<file path="src/rtl/pulse_stretcher_pkg.sv">
// Shared types and default parameters for the pulse_stretcher block.
package pulse_stretcher_pkg;

  typedef enum logic [1:0] {
    ST_IDLE,
    ST_ACTIVE,
    ST_GAP
  } state_e;

  localparam int DEF_WIDTH_W = 8;
  localparam int DEF_MIN_GAP = 2;
  localparam int DEF_CNT_W   = 16;

endpackage

</file>
<file path="src/rtl/pulse_stretcher_if.sv">
// Strobe-in / level-out bundle for pulse_stretcher; master drives strobes, slave is the stretcher.
interface pulse_stretcher_if
  import pulse_stretcher_pkg::*;
#(
  parameter int WIDTH_W = DEF_WIDTH_W,
  parameter int CNT_W   = DEF_CNT_W
) ();

  logic               pulse_in;
  logic [WIDTH_W-1:0] width;
  logic               clr_overrun;
  logic               level_out;
  logic               busy;
  logic               overrun;
  logic [CNT_W-1:0]   accept_cnt;

  modport master (
    output pulse_in, width, clr_overrun,
    input  level_out, busy, overrun, accept_cnt
  );

  modport slave (
    input  pulse_in, width, clr_overrun,
    output level_out, busy, overrun, accept_cnt
  );

endinterface

</file>
<file path="src/rtl/pulse_stretch_timer.sv">
// Loadable down-counter; expire is high during the last counted cycle (count == 1).
module pulse_stretch_timer #(
  parameter int W = 8
) (
  input  logic         clk,
  input  logic         rst,
  input  logic         load,
  input  logic [W-1:0] load_val,
  input  logic         dec_en,
  output logic         expire
);

  logic [W-1:0] count_q, count_d;

  // NOTE: every always_comb output gets a default first, so no path can infer a latch.
  always_comb begin
    count_d = count_q;
    if (load) begin
      count_d = load_val;
    end else if (dec_en && count_q != '0) begin
      count_d = count_q - W'(1);
    end
  end

  // NOTE: state flops use non-blocking assignments so every flop samples pre-edge values.
  always_ff @(posedge clk or posedge rst) begin
    if (rst) begin
      count_q <= '0;
    end else begin
      count_q <= count_d;
    end
  end

  assign expire = (count_q == W'(1));

endmodule

</file>
<file path="src/rtl/pulse_stretcher.sv">
// Stretches one-cycle strobes into timed level pulses followed by a MIN_GAP low gap.
// Define PULSE_STRETCHER_RETRIGGER_EN to accept (and reload on) strobes during an active pulse.
module pulse_stretcher
  import pulse_stretcher_pkg::*;
#(
  parameter int WIDTH_W = DEF_WIDTH_W,
  parameter int MIN_GAP = DEF_MIN_GAP,
  parameter int CNT_W   = DEF_CNT_W
) (
  input  logic             clk,
  input  logic             rst,
  pulse_stretcher_if.slave bus
);

  localparam int GAP_W = (MIN_GAP > 1) ? $clog2(MIN_GAP + 1) : 1;

`ifdef PULSE_STRETCHER_RETRIGGER_EN
  localparam bit RETRIG = 1'b1;
`else
  localparam bit RETRIG = 1'b0;
`endif

  state_e             state_q, state_d;
  logic               level_q, level_d;
  logic               busy_q, busy_d;
  logic               ovr_q, ovr_d;
  logic [CNT_W-1:0]   cnt_q, cnt_d;
  logic [WIDTH_W-1:0] load_len;
  logic               ovr_set;
  logic               len_load, len_dec, len_expire;
  logic               gap_load, gap_dec, gap_expire;

  pulse_stretch_timer #(.W(WIDTH_W)) u_len_timer (
    .clk      (clk),
    .rst      (rst),
    .load     (len_load),
    .load_val (load_len),
    .dec_en   (len_dec),
    .expire   (len_expire)
  );

  pulse_stretch_timer #(.W(GAP_W)) u_gap_timer (
    .clk      (clk),
    .rst      (rst),
    .load     (gap_load),
    .load_val (GAP_W'(MIN_GAP)),
    .dec_en   (gap_dec),
    .expire   (gap_expire)
  );

  always_comb begin
    load_len = (bus.width == '0) ? WIDTH_W'(1) : bus.width;
    state_d  = state_q;
    level_d  = level_q;
    busy_d   = busy_q;
    cnt_d    = cnt_q;
    ovr_set  = 1'b0;
    len_load = 1'b0;
    len_dec  = 1'b0;
    gap_load = 1'b0;
    gap_dec  = 1'b0;

    case (state_q)
      ST_IDLE: begin
        if (bus.pulse_in) begin
          len_load = 1'b1;
          cnt_d    = cnt_q + CNT_W'(1);
          level_d  = 1'b1;
          busy_d   = 1'b1;
          state_d  = ST_ACTIVE;
        end
      end
      ST_ACTIVE: begin
        len_dec = 1'b1;
        // A retrigger outranks expiry, even on the final high cycle.
        if (bus.pulse_in && RETRIG) begin
          len_load = 1'b1;
          cnt_d    = cnt_q + CNT_W'(1);
        end else begin
          ovr_set = bus.pulse_in;
          if (len_expire) begin
            level_d = 1'b0;
            if (MIN_GAP > 0) begin
              gap_load = 1'b1;
              state_d  = ST_GAP;
            end else begin
              busy_d  = 1'b0;
              state_d = ST_IDLE;
            end
          end
        end
      end
      ST_GAP: begin
        gap_dec = 1'b1;
        ovr_set = bus.pulse_in;
        if (gap_expire) begin
          busy_d  = 1'b0;
          state_d = ST_IDLE;
        end
      end
      default: begin
        level_d = 1'b0;
        busy_d  = 1'b0;
        state_d = ST_IDLE;
      end
    endcase

    // A new drop outranks a clear in the same cycle.
    ovr_d = ovr_set | (ovr_q & ~bus.clr_overrun);
  end

  always_ff @(posedge clk or posedge rst) begin
    if (rst) begin
      state_q <= ST_IDLE;
      level_q <= 1'b0;
      busy_q  <= 1'b0;
      ovr_q   <= 1'b0;
      cnt_q   <= '0;
    end else begin
      state_q <= state_d;
      level_q <= level_d;
      busy_q  <= busy_d;
      ovr_q   <= ovr_d;
      cnt_q   <= cnt_d;
    end
  end

  assign bus.level_out  = level_q;
  assign bus.busy       = busy_q;
  assign bus.overrun    = ovr_q;
  assign bus.accept_cnt = cnt_q;

endmodule
</file>
<file path="src/flat_wrapper.sv">
// flat-port wrapper written by rule: the top's interface ports become plain ports
module pulse_stretcher_flat import pulse_stretcher_pkg::*;
#(
  parameter int WIDTH_W = DEF_WIDTH_W,
  parameter int MIN_GAP = DEF_MIN_GAP,
  parameter int CNT_W   = DEF_CNT_W
)
  (clk, rst, bus_pulse_in, bus_width, bus_clr_overrun, bus_level_out, bus_busy, bus_overrun, bus_accept_cnt);
  pulse_stretcher_if #(.WIDTH_W(WIDTH_W), .CNT_W(CNT_W)) bus_i ();
  input  logic clk;
  input  logic rst;
  input wire logic [$bits(bus_i.pulse_in)-1:0] bus_pulse_in;
  input wire logic [$bits(bus_i.width)-1:0] bus_width;
  input wire logic [$bits(bus_i.clr_overrun)-1:0] bus_clr_overrun;
  output wire logic [$bits(bus_i.level_out)-1:0] bus_level_out;
  output wire logic [$bits(bus_i.busy)-1:0] bus_busy;
  output wire logic [$bits(bus_i.overrun)-1:0] bus_overrun;
  output wire logic [$bits(bus_i.accept_cnt)-1:0] bus_accept_cnt;
  assign bus_i.pulse_in = bus_pulse_in;
  assign bus_i.width = bus_width;
  assign bus_i.clr_overrun = bus_clr_overrun;
  assign bus_level_out = bus_i.level_out;
  assign bus_busy = bus_i.busy;
  assign bus_overrun = bus_i.overrun;
  assign bus_accept_cnt = bus_i.accept_cnt;
  pulse_stretcher #(.WIDTH_W(WIDTH_W), .MIN_GAP(MIN_GAP), .CNT_W(CNT_W)) u_core (.clk(clk), .rst(rst), .bus(bus_i));
endmodule
</file>
<file path="config.mk">
export PLATFORM = sky130hd
export DESIGN_NAME = pulse_stretcher_flat
export DESIGN_NICKNAME = d
export VERILOG_FILES = /design/src/rtl/pulse_stretcher_pkg.sv /design/src/rtl/pulse_stretcher_if.sv /design/src/rtl/pulse_stretch_timer.sv /design/src/rtl/pulse_stretcher.sv /design/src/flat_wrapper.sv
export SDC_FILE = /design/constraint.sdc
export NUM_CORES = 1
export LEC_CHECK = 0
export BUFFER_PORTS_ARGS = -buffer_cell sky130_fd_sc_hd__buf_4
export CAP_MARGIN = 5
export CORE_ASPECT_RATIO = 0.8
export CORE_MARGIN = 4
export CORE_UTILIZATION = 45
export DETAILED_ROUTE_END_ITERATION = 10
export PLACE_DENSITY = 0.72
export SYNTH_ARGS = -nofsm -noshare
export SYNTH_HDL_FRONTEND = slang
export SYNTH_HIERARCHICAL = 1
export SYNTH_SLANG_ARGS = --single-unit
</file>
<file path="constraint.sdc">
create_clock -name clk -period 6.6 [get_ports clk]
set_input_delay 0.99 -clock clk [delete_from_list [all_inputs] [get_ports clk]]
set_output_delay 0.99 -clock clk [all_outputs]
set_load 0.1 [all_outputs]
</file>
# Yosys cells after proc, flatten, opt, wreduce, memory -nomap -nowiden
# Index checks and enable logic that the tools add are counted.
[classes]
add_sub_neg = 3
n_eq_ne = 7
n_mux = 21
bitwise = 5
n_reduce_logical = 13
[op_table]
columns = ["op", "n"]
rows = [
  ["two-way mux 8 bit", 3],
  ["adder 16 x 1 -> 16 bit (second input constant)", 1],
  ["two-way mux 1 bit", 10],
  ["two-way mux 2 bit", 5],
  ["AND reduction 3 bit", 3],
  ["== test 8 x 1 -> 1 bit (second input constant)", 1],
  ["logical NOT 8 bit", 1],
  ["nonzero test 8 bit", 1],
  ["subtractor 8 x 1 -> 8 bit (second input constant)", 1],
  ["case mux 1 bit (3 select lines)", 2],
  ["case mux 2 bit (3 select lines)", 1],
  ["nonzero test 2 bit", 3],
  ["== test 2 x 1 -> 1 bit (second input constant)", 2],
  ["!= test 2 x 1 -> 1 bit (second input constant)", 2],
  ["NOT 1 bit", 3],
  ["== test 2 bit (second input constant)", 1],
  ["logical AND 1 bit", 2],
  ["logical NOT 2 bit", 1],
  ["!= test 2 bit (second input constant)", 1],
  ["AND reduction 2 bit", 1],
  ["OR reduction 2 bit", 1],
  ["subtractor 2 x 1 -> 2 bit (second input constant)", 1],
  ["AND 1 bit", 1],
  ["OR 1 bit", 1],
]
[totals]
reg_bits = 31
in_bits = 12
output_inout_bits = 19
wordCells = 56

# Logic depth before layout (Yosys ltp)
[logic_depth]
word_depth = 5
depth_mapped = 9
ltp_nobuf = 7

# Hierarchy
# The synthesis kept the hierarchy.
[modules_own_cells]
columns = ["module", "n_inst", "cells_each", "area_each_um2"]
rows = [
  ["pulse_stretcher", 1, 98, 1031.0],
  ["pulse_stretch_timer (u_core.u_len_timer)", 1, 65, 598.1],
  ["pulse_stretch_timer (u_core.u_gap_timer)", 1, 14, 147.6],
]

# Worst setup path before layout
# Ideal clock, no wire load.
[synth_path]
path_type = "register to register"
startpoint = "reg u_core.u_len_timer.count_q[2]"
endpoint = "reg u_core.u_gap_timer.count_q[0]"
setup_time_ps = 126
arrival_time_ps = 2289
t_required_ps = 6474
slack_ps = 4185
path_stages_with_launch = 7
path_buffers = 1
cell_sequence = "dfrtp_1 -> or4_4 -> buf_6 -> nor4b_1 -> and2_1 -> and2b_4 -> a221o_1"
[synth_between]
elab_chain_len = 4
[synth_lines]
columns = ["item", "line", "rtl"]
rows = [
  ["start, declared", "pulse_stretch_timer.sv:13", "logic [W-1:0] count_q, count_d;"],
  ["start signal, assigned", "pulse_stretch_timer.sv:30", "count_q <= count_d;"],
  ["== test 8 x 1 -> 1 bit (*)", "pulse_stretch_timer.sv:34", "assign expire = (count_q == W'(1));"],
  ["via u_core.len_expire", "pulse_stretcher.sv:30", "logic len_load, len_dec, len_expire;"],
  ["two-way mux 1 bit (*)", "pulse_stretcher.sv:81", "if (len_expire) begin"],
  ["two-way mux 1 bit (*)", "pulse_stretcher.sv:63", "case (state_q)"],
  ["via u_core.gap_load", "pulse_stretcher.sv:31", "logic gap_load, gap_dec, gap_expire;"],
  ["two-way mux 2 bit or nonzero test 2 bit (tied branches)", "--", ""],
  ["end signal, assigned", "pulse_stretch_timer.sv:30", ""],
  ["end, declared", "pulse_stretch_timer.sv:13", ""],
]
# The timed path passes the listed nets; every way through them passes the cells marked *.
# A chain may end at the register's enable or synchronous reset.

# Final worst setup path
[layout_path]
startpoint = "reg u_core.u_len_timer.count_q[2]"
endpoint = "reg u_core.u_gap_timer.count_q[1]"
# Same word-level chain as after synthesis.

==> metrics.cfg <==
[flow_run]
drv_cap=0

[cts]
cts_tree=yes
clk_pin_slew_ns=0.07
root_buffer=clkbuf_8
cts_buffers=5
clock_latency_ns=0.28
cts_resized=0
htreeDepth=2
post-cts-setup-buffer-count=0
clockBufferDepth=2
hold_buffers=0
cts.sinks=31

[critical_path]
required_ns=6.76
critical_path_arrival_ns=2.71
cp_max_fo=12
timing.critical_path.to_type=flip-flop
r2r_slack_ns=4.04
crit_type=flip-flop to flip-flop
crit_path_start_kind=flip-flop

[routing]
post_drt_wl_per_cell_um=13.2
first_pass_iters=4
drc=0
drtIter0Drc=73
route.met3.wl_um=141
m1WireLength_um=1810
via_per_inst=5.20
vias=1347
drt_wl_total_um=3420
wl_met2_um=1440
ant_nets=0
maxUsedRoutingLayer=met4

[timing]
fin_worst_hold_slack_ns=0.472
period_share=0.387
hold_viol=0
clock_skew_ns=0.0114
rsz0062_at_grt=no
final.min_clock_period_ns=2.56
setup_violations=0
fmax_mhz=391
drv_slew=0
worst_slew_pin_slew_ns=0.772
tns_ns=0
slew_headroom=0.485

[pwr]
p_sw_w=0.000472
p_int_w=0.000529
swShare=0.472
clockPowerShare=0.191
power_frac_seq=0.315
power.leakage_nw=0.979
combPwrFrac=0.494
p_per_area_nw_per_um2=468
peakVddDrop_mv=0.258

[finish]
layout-drive-gt1-share=0.240
num_antenna_cells=0
fin_nets=225
layout.cells.most_common_list=31 x dfrtp_1, 30 x buf_4, 17 x inv_1, 13 x xnor2_1, 11 x nand2_1
layout_commonest_cell=dfrtp_1
num-fill-cells=341
area_growth_pct=20.4

[global_route]
antenna_found_initial=0
grt_first_pass_wirelength_um=5870
grt_pass1_vias=1277
grt_usage=0.149
grt_max_degree=22
overflow=0

[placed_design]
port_buffers=30
place_congestion=0.841
hpwl_um=2610

[synthesis]
synth_seq_cells=31
async_flop_share=1.00
synth_cell_types=49
synth_area_um2=1780
synth_ff_type=dfrtp_1
synthCells=177
synth_nets=199
yosysWarnings=6
synth_edf_count=0
syn_area_per_cell_um2=10.0
seq_area_frac_synth=0.437

[floorplan]
fp.dieH_um=64.2
die_x_um=78.3
fp.dieArea_um2=5020
coreArea_um2=3800
initial_core_util=0.467
io_pins=31
row_count=20

[worst_hold_path]
hp-class=flip-flop to flip-flop

[run_status]
run_status=finished, final reports clean

-- flip-flops by register name, summed over array words and instances (netlist names) --
register	count
u_core/bus.overrun	1
u_core/u_gap_timer/count_q	2
u_core/bus.busy	1
u_core/state_q	2
u_core/u_len_timer/count_q	8
u_core/bus.accept_cnt	16
u_core/bus.level_out	1
-- area by class of cell --
| class | instances | area, um^2 | area share |
|---|---|---|---|
| timing repair buffer | 30 | 225 | 0.105 |
| tap | 55 | 68.8 | 0.0322 |
| clock buffer | 6 | 82.6 | 0.0386 |
| sequential | 31 | 776 | 0.363 |
| inverter | 17 | 63.8 | 0.0298 |
| multi-input combinational | 118 | 888 | 0.415 |
| clock inverter | 2 | 35.0 | 0.0164 |
-- Yosys cell counts, types with 2 or more instances --
| cell | count | share of area |
|---|---|---|
| clkbuf_1 | 10 | 0.021 |
| nand2_1 | 11 | 0.023 |
| mux2_2 | 2 | 0.013 |
| o21ai_0 | 2 | 0.0056 |
| and3_1 | 2 | 0.0070 |
| or4_1 | 2 | 0.0084 |
| nor3_1 | 4 | 0.011 |
| nand2b_1 | 3 | 0.011 |
| xnor2_1 | 13 | 0.064 |
| o211ai_1 | 3 | 0.013 |
| o31ai_1 | 4 | 0.017 |
| o32a_1 | 2 | 0.011 |
| nand4_1 | 4 | 0.014 |
| conb_1 | 2 | 0.0042 |
| nand3_1 | 6 | 0.017 |
| dfrtp_1 | 31 | 0.44 |
| ha_1 | 10 | 0.070 |
| and2_1 | 3 | 0.011 |
| o311ai_0 | 2 | 0.0099 |
| nor4_1 | 2 | 0.0070 |
| a21oi_1 | 3 | 0.0084 |
| inv_1 | 17 | 0.036 |
| nor2_1 | 5 | 0.011 |
| a31oi_1 | 2 | 0.0070 |
| a221o_1 | 2 | 0.011 |
| nor4b_1 | 4 | 0.020 |
| nor2b_1 | 3 | 0.011 |
| xor2_1 | 2 | 0.0099 |
-- per-stage QoR --
stage	util	total power [W]	cells	setup WS [ns]	cell area [um^2]
finish	0.563	0.00100	259	4.04	2140
floorplan	-	0.000708	177	4.18	1780
CTS	0.563	0.00101	259	4.06	2140
detailed placement	0.532	0.000813	251	4.06	2020
global route	0.563	0.00107	259	3.95	2140
global placement	0.532	0.000808	251	4.12	2020
-- worst max-delay path, stage by stage, from the launching register on --
cell and delay (ns):
dfrtp_1 0.43, or4_4 0.64, nor4b_1 0.54, and2_1 0.31, and2b_1 0.21, a221o_1 0.31
-- power by group through the flow --
stage                     registers [W]  logic, W  clock network [W]
after floorplan                0.000485  0.000223                  0
after global placement         0.000315  0.000492                  0
after detailed placement       0.000318  0.000495                  0
after CTS                      0.000315  0.000496           0.000195
after global routing           0.000327  0.000536           0.000204
final                          0.000316  0.000494           0.000191
-- worst paths after layout --
path	start	to	cells after the start
worst max-delay path	u_core/u_len_timer/count_q[2]	u_core/u_gap_timer/count_q[1]	5
worst max register to register	u_core/u_len_timer/count_q[2]	u_core/u_gap_timer/count_q[1]	5
worst min register to register	u_core/bus.accept_cnt[15]	u_core/bus.accept_cnt[15]	1
max in group asynchronous	rst	u_core/bus.accept_cnt[7]	2
worst min-delay path	u_core/bus.accept_cnt[15]	u_core/bus.accept_cnt[15]	1
min in group asynchronous	rst	u_core/u_gap_timer/count_q[1]	2
-- metal layers --
metal,up-vias,global-route usage
li1,675,-
met1,640,0.219
met2,26,0.210
met3,6,0.0437
met4,0,0.0459
met5,-,0
-- cell families (layout without fill, tap and decap cells) --
logic type      Yosys count  in the layout  share of synthesized area
other cells               2              2                    0.00423
simple gates             61             61                      0.214
buf+inv                  28             55                     0.0634
compound gates           28             28                      0.125
fa+ha+maj                10             10                     0.0704
flops                    31             31                      0.437
mux                       2              2                     0.0127
xor+xnor                 15             15                     0.0739
No activity file was read; power rests on OpenSTA's default activity.
